[src/rtl/owt_rx_pkg.sv]
// Shared types and constants for the OWT receive-side frame controller.
package owt_rx_pkg;

  // Frame sequencer states: sync hunt, payload capture, parity symbol.
  typedef enum logic [1:0] {
    HUNT = 2'd0,
    DATA = 2'd1,
    PAR  = 2'd2
  } owt_rx_st_e;

  // Parity select: 1 = even parity. Odd parity is reserved for future use.
  localparam logic OWT_PAR_EVEN = 1'b1;

endpackage : owt_rx_pkg

[src/rtl/owt_rx_ctrl.sv]
// OWT receive frame controller.
//
// Takes decoded 0/1 symbols from the run-length symbol detector. It hunts
// for a run of SYNC_LEN or more '1' symbols followed by a '0' start bit. It
// then captures DATA_W payload bits (MSB first) and one even-parity bit, and
// hands the frame to the consumer through a one-entry output buffer.
//
// Output handshake: o_frm_vld/o_frm_data/o_frm_err form a valid/ready
// channel. A frame transfers on every clock edge where o_frm_vld & i_frm_rdy.
// While o_frm_vld is high and the frame has not transferred, data and err are
// held stable. o_frm_vld never depends combinationally on i_frm_rdy. A
// parity symbol arriving in the same cycle as a transfer reloads the buffer,
// so o_frm_vld stays high. A frame that completes while the buffer is still
// occupied (and not transferring) is dropped and flagged on o_ovf.
//
// The FSM state is visible as st_q for hierarchical probing.
module owt_rx_ctrl
  import owt_rx_pkg::*;
#(
  parameter int                DATA_W   = 8,
  parameter int                SYNC_LEN = 4,
  parameter int                TMO_W    = 12,
  parameter logic [TMO_W-1:0]  TMO_TH   = TMO_W'(1000)
) (
  input  logic              i_clk,
  input  logic              i_rst_n,
  input  logic              i_en,
  input  logic              i_sym_vld,
  input  logic              i_sym_data,
  output logic              o_frm_vld,
  output logic [DATA_W-1:0] o_frm_data,
  output logic              o_frm_err,
  input  logic              i_frm_rdy,
  output logic              o_tmo,
  output logic              o_ovf,
  output logic              o_busy
);

  localparam int BIT_W  = $clog2(DATA_W);
  localparam int SYNC_W = $clog2(SYNC_LEN + 1);

  localparam logic [BIT_W-1:0]  BIT_LAST  = BIT_W'(DATA_W - 1);
  localparam logic [SYNC_W-1:0] SYNC_FULL = SYNC_W'(SYNC_LEN);
  localparam logic [TMO_W-1:0]  GAP_LAST  = TMO_TH - TMO_W'(1);

  owt_rx_st_e         st_q;
  owt_rx_st_e         st_d;
  logic [SYNC_W-1:0]  sync_q;
  logic [BIT_W-1:0]   bit_q;
  logic [TMO_W-1:0]   gap_q;
  logic [DATA_W-1:0]  shreg_q;

  logic sym_evt;
  logic start_evt;
  logic par_evt;
  logic tmo_evt;
  logic buf_free;
  logic par_exp;
  logic par_err;

  // Symbols only count while enabled; a disabled controller ignores input.
  assign sym_evt   = i_en & i_sym_vld;
  // A '0' after a full preamble is the start bit.
  assign start_evt = (st_q == HUNT) & sym_evt & ~i_sym_data & (sync_q == SYNC_FULL);
  assign par_evt   = (st_q == PAR) & sym_evt;
  // A symbol in the same cycle as the last gap count wins over the timeout.
  assign tmo_evt   = i_en & (st_q != HUNT) & ~i_sym_vld & (gap_q == GAP_LAST);
  // Buffer can accept a new frame when empty or draining this cycle.
  assign buf_free  = ~o_frm_vld | i_frm_rdy;
  assign par_exp   = (^shreg_q) ^ ~OWT_PAR_EVEN;
  assign par_err   = par_exp ^ i_sym_data;

  // FSM state register plus the sync, bit and gap counters.
  always_ff @(posedge i_clk or negedge i_rst_n) begin
    if (!i_rst_n) begin
      st_q   <= HUNT;
      sync_q <= '0;
      bit_q  <= '0;
      gap_q  <= '0;
    end else begin
      st_q <= st_d;
      if (!i_en) begin
        sync_q <= '0;
        bit_q  <= '0;
        gap_q  <= '0;
      end else begin
        // Preamble run length: only meaningful while hunting, saturates.
        if ((st_q != HUNT) || (st_d != HUNT)) begin
          sync_q <= '0;
        end else if (sym_evt) begin
          if (!i_sym_data)
            sync_q <= '0;
          else if (sync_q != SYNC_FULL)
            sync_q <= sync_q + SYNC_W'(1);
        end
        // Payload bit index; restarts at zero whenever outside DATA.
        if ((st_q == DATA) && sym_evt)
          bit_q <= (bit_q == BIT_LAST) ? '0 : bit_q + BIT_W'(1);
        else if (st_q != DATA)
          bit_q <= '0;
        // Inter-symbol gap: cleared on symbols and state changes, stops at the limit.
        if ((st_d == HUNT) || (st_d != st_q) || i_sym_vld)
          gap_q <= '0;
        else if (gap_q != GAP_LAST)
          gap_q <= gap_q + TMO_W'(1);
      end
    end
  end

  // Next-state logic; a low enable always returns to HUNT.
  always_comb begin
    st_d = st_q;
    case (st_q)
      HUNT: if (start_evt) st_d = DATA;
      DATA: begin
        if (tmo_evt)                          st_d = HUNT;
        else if (sym_evt && bit_q == BIT_LAST) st_d = PAR;
      end
      PAR:  if (tmo_evt || par_evt) st_d = HUNT;
      default: st_d = HUNT;
    endcase
    if (!i_en) st_d = HUNT;
  end

  // Status outputs derived from the current state.
  always_comb begin
    o_busy = (st_q != HUNT);
  end

  // Payload shift register: first received bit ends up in the MSB.
  always_ff @(posedge i_clk or negedge i_rst_n) begin
    if (!i_rst_n)
      shreg_q <= '0;
    else if (!i_en || start_evt)
      shreg_q <= '0;
    else if ((st_q == DATA) && sym_evt)
      shreg_q <= {shreg_q[DATA_W-2:0], i_sym_data};
  end

  // One-entry output buffer and the registered timeout/overflow pulses.
  always_ff @(posedge i_clk or negedge i_rst_n) begin
    if (!i_rst_n) begin
      o_frm_vld  <= 1'b0;
      o_frm_data <= '0;
      o_frm_err  <= 1'b0;
      o_tmo      <= 1'b0;
      o_ovf      <= 1'b0;
    end else begin
      o_tmo <= tmo_evt;
      o_ovf <= par_evt & ~buf_free;
      if (par_evt && buf_free) begin
        o_frm_vld  <= 1'b1;
        o_frm_data <= shreg_q;
        o_frm_err  <= par_err;
      end else if (i_frm_rdy) begin
        o_frm_vld  <= 1'b0;
      end
    end
  end

`ifdef ASSERT_ON
  a_tmo_th_min: assert property (@(posedge i_clk) TMO_TH >= TMO_W'(1));
  a_sync_min:   assert property (@(posedge i_clk) SYNC_LEN >= 1);
  a_hold_stable: assert property (@(posedge i_clk) disable iff (!i_rst_n)
    (o_frm_vld && !i_frm_rdy) |=> ($stable(o_frm_data) && $stable(o_frm_err)));
`endif

endmodule : owt_rx_ctrl

[config.mk]
export PLATFORM = sky130hd
export DESIGN_NAME = owt_rx_ctrl
export DESIGN_NICKNAME = d
export VERILOG_FILES = /design/src/rtl/owt_rx_pkg.sv /design/src/rtl/owt_rx_ctrl.sv
export SDC_FILE = /design/constraint.sdc
export NUM_CORES = 1
export LEC_CHECK = 0
export CAP_MARGIN = 20
export CORE_MARGIN = 4
export CORE_UTILIZATION = 56
export DETAILED_ROUTE_END_ITERATION = 16
export GPL_ROUTABILITY_DRIVEN = 0
export PLACE_DENSITY = 0.78
export SYNTH_ARGS = -nofsm -noshare
export SYNTH_HDL_FRONTEND = slang
export SYNTH_SLANG_ARGS = --single-unit
[constraint.sdc]
create_clock -name i_clk -period 2.1 [get_ports i_clk]
set_clock_uncertainty 0.2 [all_clocks]
set_input_delay 0.42 -clock i_clk [delete_from_list [all_inputs] [get_ports i_clk]]
set_output_delay 0.42 -clock i_clk [all_outputs]
set_load 0.005 [all_outputs]
==> out/results.tsv <==
metric	value	unit
dieArea	4654	µm²
critPathKind	reg -> reg	
cts.clk_slew.worst_paths	0.12	ns
seq_power_share	57.0	%
overflow	0	
tritoncts	built	
pre_cts_slack	-0.2586	ns
critPathMaxFanout	12	
swShare	22.56	%
relSlewSlack	67.67	%
fin_util	72.31	%
clockPowerShare	36.8	%
cp.required	2.16	ns
clk_path_buf_depth	2	
combinationalPowerShare	6.2	%
grt_pass1_wl	7.258	mm
p_int	1061	µW
cts.sinks	40	
grt_pass1_vias	1631	
syn2layout_area_growth	21.63	%
avgRoutedWirePerCell	15.08	µm
outcome	completed	
die_h	68.22	µm
num_antenna_cells	0	
setup_slack	0.08922	ns
avgSynthCellArea	10.26	µm²
syn_area	2031	µm²
n_fill_cell	246	
via_per_inst	5.626	
drt_first_pass_iters	4	
fmax	497.3	MHz
layout.nets	245	
period_needed	2.011	ns
rsz0062_at_grt	false	
antenna_left	0	
core_area	3416	µm²
maxSlewViolCount	0	
ios	19	
rows	21	
power.total	1370	µW
vias	1581	
maxCapViolations	0	
drc	0	
layout-drive-gt1-share	17.87	%
clock_latency	0.36	ns
numPortBuffers	18	
start_util	59.45	%
drt_iter0_markers	96	
worst_pin_slew	0.4849	ns
tns	0	ns
hpwl	3.077	mm
vdd_ir_drop_max	0.0003796	V
ys_async_sr_fraction	100.0	%
p_per_area	554.7	nW/µm²
synth.distinct_cells	39	
setup_viol	0	
die_w	68.22	µm
hold_viol	0	
switching_power	309.1	µW
p_leak	0.001093	µW
worstSetupEndpointType	flip-flop	
hold_class	reg -> reg	
syn_nets	209	
grt_usage	21.29	%
cts_made_buffers	5	
grt_max_degree	41	
grt_antenna_before_repair	0	
worst_ep_arrival_time	2.07	ns
wl	4.237	mm
ys_warn_count	0	
cts-root-buf	clkbuf_4	
fin_crit_sh	95.75	%
seq_area_frac_synth	49.29	%
ys_ff_latch	40	
synth_ff_type	dfrtp_1	
synth_edf_count	0	
htree_levels	2	
synth_cells	198	
start_kind	flip-flop	
## worst max-delay path, cell delays in order (launching register included)
cell	delay, ns
dfrtp_1	0.42
ha_1	0.21
ha_1	0.26
a211oi_2	0.33
a211oi_4	0.11
buf_12	0.16
nor4_2	0.24
## metal layers
metal  wire length [µm]  track usage [%]  vias to the layer above
li1                   -                -                      766
met1               1678            24.12                      768
met2               2278            35.50                       39
met3                189            6.897                        8
met4                 91            11.41                        0
met5                  0                0                        -
## logic make-up (layout without fill, tap and decap cells)
kind of cell / Yosys count / after routing / share of synthesized area, %
flip-flops: 40 / 40 / 49.29
AO/OA/AOI/OAI: 23 / 23 / 6.901
buffers and inverters: 13 / 50 / 2.958
AND/OR/NAND/NOR: 88 / 88 / 23.23
adder cells (fa/ha/maj): 5 / 5 / 3.081
multiplexers: 13 / 13 / 6.963
XOR/XNOR: 16 / 16 / 7.579
## cell usage after synthesis (all sizes together), types with 2 or more instances
cell type	instances	area (µm²)
xnor2	13	113.9
and3	3	18.77
nor2b	4	25.02
dfrtp	40	1001
buf	4	26.27
nand3	6	42.54
nor3	17	85.08
clkbuf	2	7.510
a21oi	11	55.05
mux2	9	101.4
inv	7	26.28
o21ai	3	15.01
nor2	16	60.06
nand2	22	82.58
a211oi	2	20.02
nand2b	5	31.28
xor2	2	17.52
nor4	3	33.78
ha	5	62.56
a31oi	4	25.02
mux2i	4	40.04
nand4	4	25.02
## power groups by stage
stage | clock network (µW) | logic (µW) | registers (µW)
after CTS | 517 | 86.0 | 781
after global routing | 552 | 96.4 | 782
after global placement | 0 | 80.5 | 795
final | 504 | 85.6 | 781
after detailed placement | 0 | 84.1 | 796
after floorplan | 0 | 38.1 | 795
## flip-flops by register name, summed over array words and instances (netlist names)
| signal | cells |
|---|---|
| bit_q | 3 |
| o_frm_data | 8 |
| o_tmo | 1 |
| o_frm_err | 1 |
| sync_q | 3 |
| gap_q | 12 |
| o_frm_vld | 1 |
| o_ovf | 1 |
| shreg_q | 8 |
| st_q | 2 |
## timing repair
action / CTS / global route
buffers inserted: 2 / 1
hold buffers: 1 / 0
setup endpoints to repair: 13 / 10
gates resized for setup: 2 / 2
pin swaps: 0 / 1
endpoints found under the hold margin: 40 / 0
## layout by cell type, fill, tap and decap left out, drive strengths merged, types with 2 or more instances in the layout
| master | synthesis | routed |
|---|---|---|
| nand2b | 5 | 5 |
| ha | 5 | 5 |
| nor3 | 17 | 17 |
| clkdlybuf4s50 | 0 | 16 |
| a21oi | 11 | 11 |
| and3 | 3 | 3 |
| nand2 | 22 | 22 |
| xor2 | 2 | 2 |
| nor2b | 4 | 4 |
| nand3 | 6 | 6 |
| mux2 | 9 | 9 |
| o21ai | 3 | 3 |
| dfrtp | 40 | 40 |
| nand4 | 4 | 4 |
| buf | 4 | 17 |
| clkbuf | 2 | 5 |
| a31oi | 4 | 4 |
| nor2 | 16 | 16 |
| mux2i | 4 | 4 |
| nor4 | 3 | 3 |
| a211oi | 2 | 2 |
| inv | 7 | 7 |
| xnor2 | 13 | 13 |
## worst paths after layout
check,slack [ns],to,cells past startpoint,from
max,0.09,gap_q[2],6,bit_q[0]
min,0.32,o_frm_data[5],1,o_frm_data[5]
max reg2reg,0.09,gap_q[2],6,bit_q[0]
min reg2reg,0.32,o_frm_data[5],1,o_frm_data[5]
max in group asynchronous,0.93,sync_q[0],3,i_rst_n
min in group asynchronous,0.43,gap_q[10],3,i_rst_n
## through the flow
step | area [µm²] | hold WS, ns | std cells
floorplan | 2031 | -0.07559 | 198
global placement | 2327 | 0.2894 | 269
detailed placement | 2327 | 0.2946 | 269
CTS | 2439 | 0.3232 | 280
global route | 2470 | 0.3401 | 281
finish | 2470 | 0.3198 | 281
## final cells by class
| cell class | instances | area (µm²) | area share, % |
|---|---|---|---|
| sequential | 40 | 1001 | 40.53 |
| multi-input combinational | 145 | 988.4 | 40.02 |
| timing repair buffer | 35 | 316.6 | 12.82 |
| tap | 46 | 57.56 | 2.330 |
| clock inverter | 3 | 42.54 | 1.722 |
| clock buffer | 5 | 37.54 | 1.520 |
| inverter | 7 | 26.28 | 1.064 |
Power figures use the tool's default switching activity.
